<file path="config.mk">
export PLATFORM = sky130hd
export DESIGN_NAME = rr_arb_mux
export DESIGN_NICKNAME = d
export VERILOG_FILES = /design/src/rtl/rr_arb_mux.sv
export SDC_FILE = /design/constraint.sdc
export NUM_CORES = 1
export LEC_CHECK = 0
export ABC_CLOCK_PERIOD_IN_PS = 4700
export BUFFER_PORTS_ARGS = -buffer_cell sky130_fd_sc_hd__buf_2
export CORE_AREA = 2 2 124 126
export DETAILED_ROUTE_END_ITERATION = 6
export DIE_AREA = 0 0 126 128
export PLACE_DENSITY = 0.79
export SKIP_CTS_REPAIR_TIMING = 1
export SLEW_MARGIN = 20
export SYNTH_ARGS = -nofsm -noshare
export SYNTH_HDL_FRONTEND = slang
export SYNTH_SLANG_ARGS = --single-unit
</file>
<file path="constraint.sdc">
create_clock -name clk -period 4.7 [get_ports clk]
set_input_delay 0.235 -clock clk [delete_from_list [all_inputs] [get_ports clk]]
set_output_delay 0.235 -clock clk [all_outputs]
set_load 0.01 [all_outputs]
</file>
<file path="src/rtl/rr_arb_mux.sv">
// rr_arb_mux: registered round-robin arbitrated N-to-1 mux with valid/ready handshakes and packet locking
module rr_arb_mux #(
  parameter int WIDTH  = 32,
  parameter int INPUTS = 8,
  parameter int WSEL   = $clog2(INPUTS)
) (
  input  logic                    clk,
  input  logic                    reset,
  input  logic [WIDTH*INPUTS-1:0] in_data,
  input  logic [INPUTS-1:0]       in_valid,
  input  logic [INPUTS-1:0]       in_last,
  output logic [INPUTS-1:0]       in_ready,
  output logic [WIDTH-1:0]        out_data,
  output logic                    out_valid,
  output logic                    out_last,
  output logic [WSEL-1:0]         out_sel,
  input  logic                    out_ready
);
  logic [WSEL-1:0] ptr, lock_ch, grant;
  logic lock, grant_valid, load_en, xfer;
  // a locked packet owns the mux; otherwise the first valid channel at or after ptr wins
  always_comb begin
    int j;
    j = 0;
    grant = lock_ch;
    grant_valid = in_valid[lock_ch];
    if (!lock) begin
      grant = '0;
      grant_valid = 1'b0;
      for (int i = INPUTS - 1; i >= 0; i--) begin
        j = int'(ptr) + i;
        j = j >= INPUTS ? j - INPUTS : j;
        if (in_valid[j]) begin
          grant = WSEL'(j);
          grant_valid = 1'b1;
        end
      end
    end
  end
  assign load_en  = ~out_valid | out_ready;
  assign xfer     = reset & load_en & grant_valid;
  assign in_ready = xfer ? INPUTS'(1) << grant : '0;
  // output register plus arbitration state; a packet end releases the lock and advances ptr past the winner
  always_ff @(posedge clk or negedge reset) begin
    if (!reset) begin
      out_valid <= 1'b0;
      out_data  <= '0;
      out_last  <= 1'b0;
      out_sel   <= '0;
      ptr       <= '0;
      lock      <= 1'b0;
      lock_ch   <= '0;
    end else if (xfer) begin
      out_valid <= 1'b1;
      out_data  <= in_data[int'(grant)*WIDTH +: WIDTH];
      out_last  <= in_last[grant];
      out_sel   <= grant;
      lock      <= ~in_last[grant];
      lock_ch   <= in_last[grant] ? lock_ch : grant;
      ptr       <= !in_last[grant] ? ptr : grant == WSEL'(INPUTS - 1) ? '0 : grant + 1'b1;
    end else if (out_ready) begin
      out_valid <= 1'b0;
    end
  end
endmodule

</file>
# == Word-level counts from Yosys, hierarchy flattened ==
# Index checks and enable logic that the tools add are counted.
# W data, S select, Z words.
# word_totals
elab_cells,110
register_bits,44
inputBits,275
latch_bits,0
n_memories,0
output_inout_bits,45
ramBits,0
mem_bits_ro,0
# classes
shifts,2
div_mod_pow,0
n_lt_le_gt_ge,18
eq_ne,1
bitwise_logic,5
multipliers,0
mux,58
addsub,16
reduce_logical,3
# op_table
cell,n
$lt A32 B5 Y1 const B,8
$mux W32,8
$shiftx A256 B9 Y32,1
$sub A4 B4 Y5 const B,7
$bmux W1 S3,10
$mux W3,10
$mux W1,29
$ge A4 B4 Y1 const B,7
$add A3 B3 Y4 const B,4
$add A3 B2 Y4 const B,2
$lt A3 B4 Y1 const B,2
$mux W8,1
$shl A1 B3 Y8 const A,1
$sub A3 B4 Y5 const B,1
$add A3 B1 Y4 const B,1
$ge A3 B4 Y1 const B,1
$reduce_and A2 Y1,2
$add A3 B1 Y3 const B,1
$eq A3 B3 Y1 const B,1
$and A1 B1 Y1,2
$not A1 Y1,2
$reduce_bool A2 Y1,1
$or A1 B1 Y1,1

# == Depth between registers and ports, before layout ==
# depth
word_depth,19
ltp_mapped,18
depth_no_buf,13

# == Worst setup path after synthesis ==
# OpenSTA, ideal clock, no wires.
# synth_timing
path_type,register to register
start,register ptr[1]
end,register ptr[2]
path_slack_ns,0.712
n_path_buf,5
required_time_ns,4.572
path_stages_with_launch,17
t_arrival_ns,3.860
synth_period_minus_slack_ns,3.988
setup_time_ns,0.128
cell_sequence,dfrtp_1 > clkinv_1 > ha_1 > clkbuf_1 > buf_2 > mux4_2 > mux2_2 > a21oi_1 > a21oi_2 > o31a_1 > a21boi_1 > buf_4 > buf_4 > buf_4 > ha_1 > ha_1 > mux2_1
# synth_between
elab_chain_len,18
elab_cells_between_ends,80
classes_between,add/sub (16); order compare (8); eq/ne (1); mux (53); bitwise (1); reduce/logical (1)
# synth_lines
element,line_no,text
"start, declared",19,"logic [WSEL-1:0] ptr, lock_ch, grant;"
"start signal, assigned",60,ptr <= !in_last[grant] ? ptr : grant == WSEL'(INPUTS - 1) ? '0 : grant + 1'b1;
$add A3 B3 Y4,31,j = int'(ptr) + i;
$sub A4 B4 Y5 or $ge A4 B4 Y1 (tied branches),32,j = j >= INPUTS ? j - INPUTS : j;
$mux W32,32,
$bmux W1 S3,33,if (in_valid[j]) begin
$mux W1 (implied by the code) (2 in a row),33,
$mux W3 (7 in a row),33,
$mux W3 *,33,
$mux W3 *,27,if (!lock) begin
net grant[0],19,
$bmux W1 S3,60,
$mux W1 (implied by the code),60,
$reduce_and A2 Y1 (no line),n/a,
# The timed path passes the listed nets; every way through them passes the cells marked *. The select of a mux whose other input is x is not followed.
# A chain may end at the register's enable or synchronous reset.

# == Worst setup path after layout ==
# layout_timing
start,register ptr[1]
end,register out_data[7]
# layout_between
elab_chain_len,16
elab_cells_between_ends,75
classes_between,add/sub (15); order compare (8); shift (1); mux (50); bitwise (1)
# layout_lines
element,line_no,text
$add A3 B3 Y4,31,
$sub A4 B4 Y5 or $ge A4 B4 Y1 (tied branches),32,
$mux W32,32,
$bmux W1 S3,33,
$mux W1 (implied by the code) (2 in a row),33,
$mux W3 or $mux W1 (tied branches) (8 in a row),33,
$mux W3 or $mux W1 (tied branches),27,
$shiftx A256 B9 Y32 or $and A1 B1 Y1 (tied branches),"55, 41",
"end signal, assigned",55,out_data <= in_data[int'(grant)*WIDTH +: WIDTH];
"end, declared",13,"output logic [WIDTH-1:0] out_data,"
# Several ways; a longest one is shown, not always the timed one. The select of a mux whose other input is x is not followed.

==> flow_metrics.py <==
metrics = {
    "setup_path": {
        "cp_data_arrival_time_ns": 4.28,
        "worst-endpoint-required_ns": 4.85,
        "slowest_delay_ns": 0.54,
        "worst_setup_path_end_kind": "register",
        "timing.critical_path.from_type": "register",
        "critical-path-slowest-cell": "dfrtp_1",
        "worst-r2r-cell-count": 14,
        "kind_of_critical_path": "reg2reg",
        "path_max_fanout": 13,
        "ordered_cell_list_for_the_critical_path": "clkinv_1 -> ha_1 -> buf_4 -> mux2i_1 -> mux2i_1 -> o221ai_1 -> a21oi_2 -> o31a_1 -> a21boi_4 -> buf_12 -> buf_4 -> mux2_2 -> o21ai_0 -> o221ai_1",
    },
    "placed_design": {
        "dpl.hpwl_microns": 15600,
        "place.gp.congestion": 0.855,
        "dpl_worst_slack_ns": 0.632,
        "io_buffer_count": 319,
        "postPlaceCellArea_sq_um": 6970,
    },
    "detailed_routing": {
        "first_pass_iters": 4,
        "top_layer_used": "met5",
        "num_vias": 5702,
        "avgViaCountPerCell": 5.29,
        "totalWireLength_microns": 19600,
        "drt_iter0_drc": 328,
        "avgRoutedWirePerCell_microns": 18.2,
        "wirelength_met1_microns": 7790,
        "drt.antenna.violating_nets": 0,
        "drc": 0,
        "wl_met3_microns": 1180,
        "dr_wl_met2_microns": 10000,
    },
    "die": {
        "die_outline_area_sq_um": 16100,
        "chipHeight_microns": 128,
        "floorplan.initialDensity": 0.347,
        "placeableCoreArea_sq_um": 14900,
        "placement_rows": 45,
        "ioPinCount": 320,
        "die-width_microns": 126,
    },
    "cts": {
        "cts_root_buf": "clkbuf_16",
        "clk_path_buf_depth": 2,
        "htree_levels": 2,
        "cts_tree": "yes",
        "worst_setup_hold_path_clk_slew_ns": 0.07,
        "clkSinkCount": 44,
        "clkLatencyLatePin_ns": 0.30,
        "number_of_buffers_added_by_the_clock_tree_synthesis_step": 5,
    },
    "timing": {
        "maximum_clock_frequency_mhz": 242,
        "grt_setup_unrepaired": "false",
        "finalSetupTns_ns": 0,
        "finalWorstSetupSlack_ns": 0.574,
        "timing.final.hold_violations": 0,
        "timing.max_slew.rel_slack": 0.431,
        "report.final.setup_viol": 0,
        "timing.final.max_slew_violations": 0,
        "period_share": 0.878,
        "tightestPinTransition_ns": 0.854,
        "min_period_ns": 4.13,
        "clock_tree_skew_after_final_layout_ns": 0.00946,
    },
    "global_route": {
        "number_of_antenna_violations_at_the_first_check_in_global_routing": 3,
        "wire_length_of_the_first_global_routing_pass_microns": 29300,
        "grt_pass1_vias": 5536,
        "grt.total_usage": 0.232,
        "pin_count_of_the_biggest_net_entering_global_routing": 69,
        "overflow": 0,
    },
    "worst_hold_path": {
        "kind_of_path_behind_the_tightest_hold_check": "in2async",
    },
    "synthesis": {
        "yosys.cell_count.top_type": "nand2_1",
        "netlist_top_cells_count": "nand2_1 (118), mux2i_1 (89), mux2_2 (70), o21ai_0 (67), dfrtp_1 (44)",
        "yosysWarnings": 0,
        "count_of_flip_flops_with_a_built_in_enable_after_synthesis": 0,
        "syn-instance-count": 595,
        "synth_simple_gate_area_share": 0.132,
        "synthDominantAreaCellType": "dfrtp_1",
        "yosys.area_share.xor_xnor": 0.00509,
        "synth.mux.area_fraction": 0.397,
        "ys_dominant_reg_cell": "dfrtp_1",
        "synth_top_family_by_area": "multiplexers",
        "synth.net_count": 878,
        "leading_post_synthesis_cells_by_cell_area": "dfrtp_1 (21%), mux2i_1 (17%), mux2_2 (15%)",
        "syn_area_sq_um": 5160,
        "synthAdderAreaFrac": 0.0194,
        "synth-compound-area-share": 0.173,
        "yosys.cell_types.count": 55,
        "synth_top_area_frac": 0.213,
        "postSynth.asyncResetShare": 1.00,
        "synthesized_area_per_cell_sq_um": 8.67,
        "synth-seq-cells": 44,
        "yosysSeqAreaShare": 0.213,
    },
    "job": {
        "drv.max_cap_violation_count": 0,
    },
    "layout": {
        "post_route_cells_drive_above_1_share": 0.495,
        "postLayoutCellArea_sq_um": 7150,
        "final_net_count": 1170,
        "syn2layout_area_growth_pct": 38.7,
    },
    "pwr": {
        "vdd_drop_max_mv": 0.661,
        "design_power_total_mw": 6.58,
        "reported_leakage_power_nw": 3.65,
        "cellPowerDensity_nw_per_um2": 920,
    },
    "status": {
        "status": "finished, final reports clean",
    },
}
==> through the flow <==
step / utilization / std cells / hold WS [ns]
3_5_place_dp: 0.469 / 1068 / 0.385
6_report: 0.481 / 1077 / 0.0319
3_3_place_gp: 0.469 / 1068 / 0.372
5_1_grt: 0.481 / 1077 / 0.104
4_1_cts: 0.481 / 1076 / 0.0639
2_1_floorplan: - / 595 / -0.0606
==> critical path: cells and delay by family, from the launching register on <==
family,cells,cell delay (ns)
mux,3,0.77
fa+ha+maj,1,0.39
flops,1,0.54
compound gates,6,1.54
buf+inv,4,0.74
==> layout by cell type, fill, tap and decap left out, types with 3 or more instances in the layout <==
| cell | count |
|---|---|
| mux2i_1 | 89 |
| mux2_2 | 70 |
| dfrtp_1 | 44 |
| clkbuf_16 | 5 |
| nand3_1 | 4 |
| a21oi_1 | 7 |
| ha_1 | 8 |
| mux4_2 | 14 |
| nor2_1 | 20 |
| buf_12 | 5 |
| buf_4 | 15 |
| inv_1 | 8 |
| clkinv_1 | 3 |
| nand2b_1 | 3 |
| buf_2 | 319 |
| nand2_1 | 118 |
| o221ai_1 | 33 |
| o21ai_0 | 67 |
| a21o_1 | 4 |
| or2_1 | 3 |
==> cells by family (layout without fill, tap and decap cells) <==
family                   count (synthesis)  in the layout
adder cells (fa/ha/maj)                  8              8
multiplexers                           177            177
buffers and inverters                   67            360
other                                    0              1
flip-flops                              44             44
AO/OA/AOI/OAI                          134            134
XOR/XNOR                                 3              3
AND/OR/NAND/NOR                        162            162
==> path summary, 6_finish.rpt <==
kind / slack (ns) / start / end
max: 0.57 / ptr[1] / out_data[7]
min: 0.03 / reset / out_valid
max reg2reg: 0.57 / ptr[1] / out_data[7]
min reg2reg: 0.47 / out_sel[1] / out_sel[1]
max in group asynchronous: 4.21 / reset / ptr[1]
min in group clk: 0.22 / out_ready / out_valid
==> report_power, final <==
part           internal (mW)  leakage [nW]  switching, mW
Clock                  0.280        0.0901          0.160
Combinational           2.44          3.02           2.95
Sequential             0.589         0.532          0.161
Total                   3.31          3.65           3.27
==> cell type report <==
cell class	instances	area, sq um
Tap cell	188	235
Sequential cell	44	1100
Timing Repair Buffer	339	1810
Inverter	13	50.0
Multi-Input combinational cell	484	3770
Clock buffer	7	153
Fill cell	1501	7710
Antenna cell	1	2.50
Clock inverter	1	30.0
==> metal layers <==
layer  vias up  GRT usage
met2       226      0.407
met1      2670      0.280
met3        32     0.0472
met5         -          0
li1       2772          -
met4         2     0.0892
==> registers in the layout (all words and copies together), names as in the netlist <==
register / flops
lock_ch: 3
out_valid: 1
lock: 1
ptr: 3
out_last: 1
out_sel: 3
out_data: 32
Note: power is estimated with default switching activity, not from simulation.
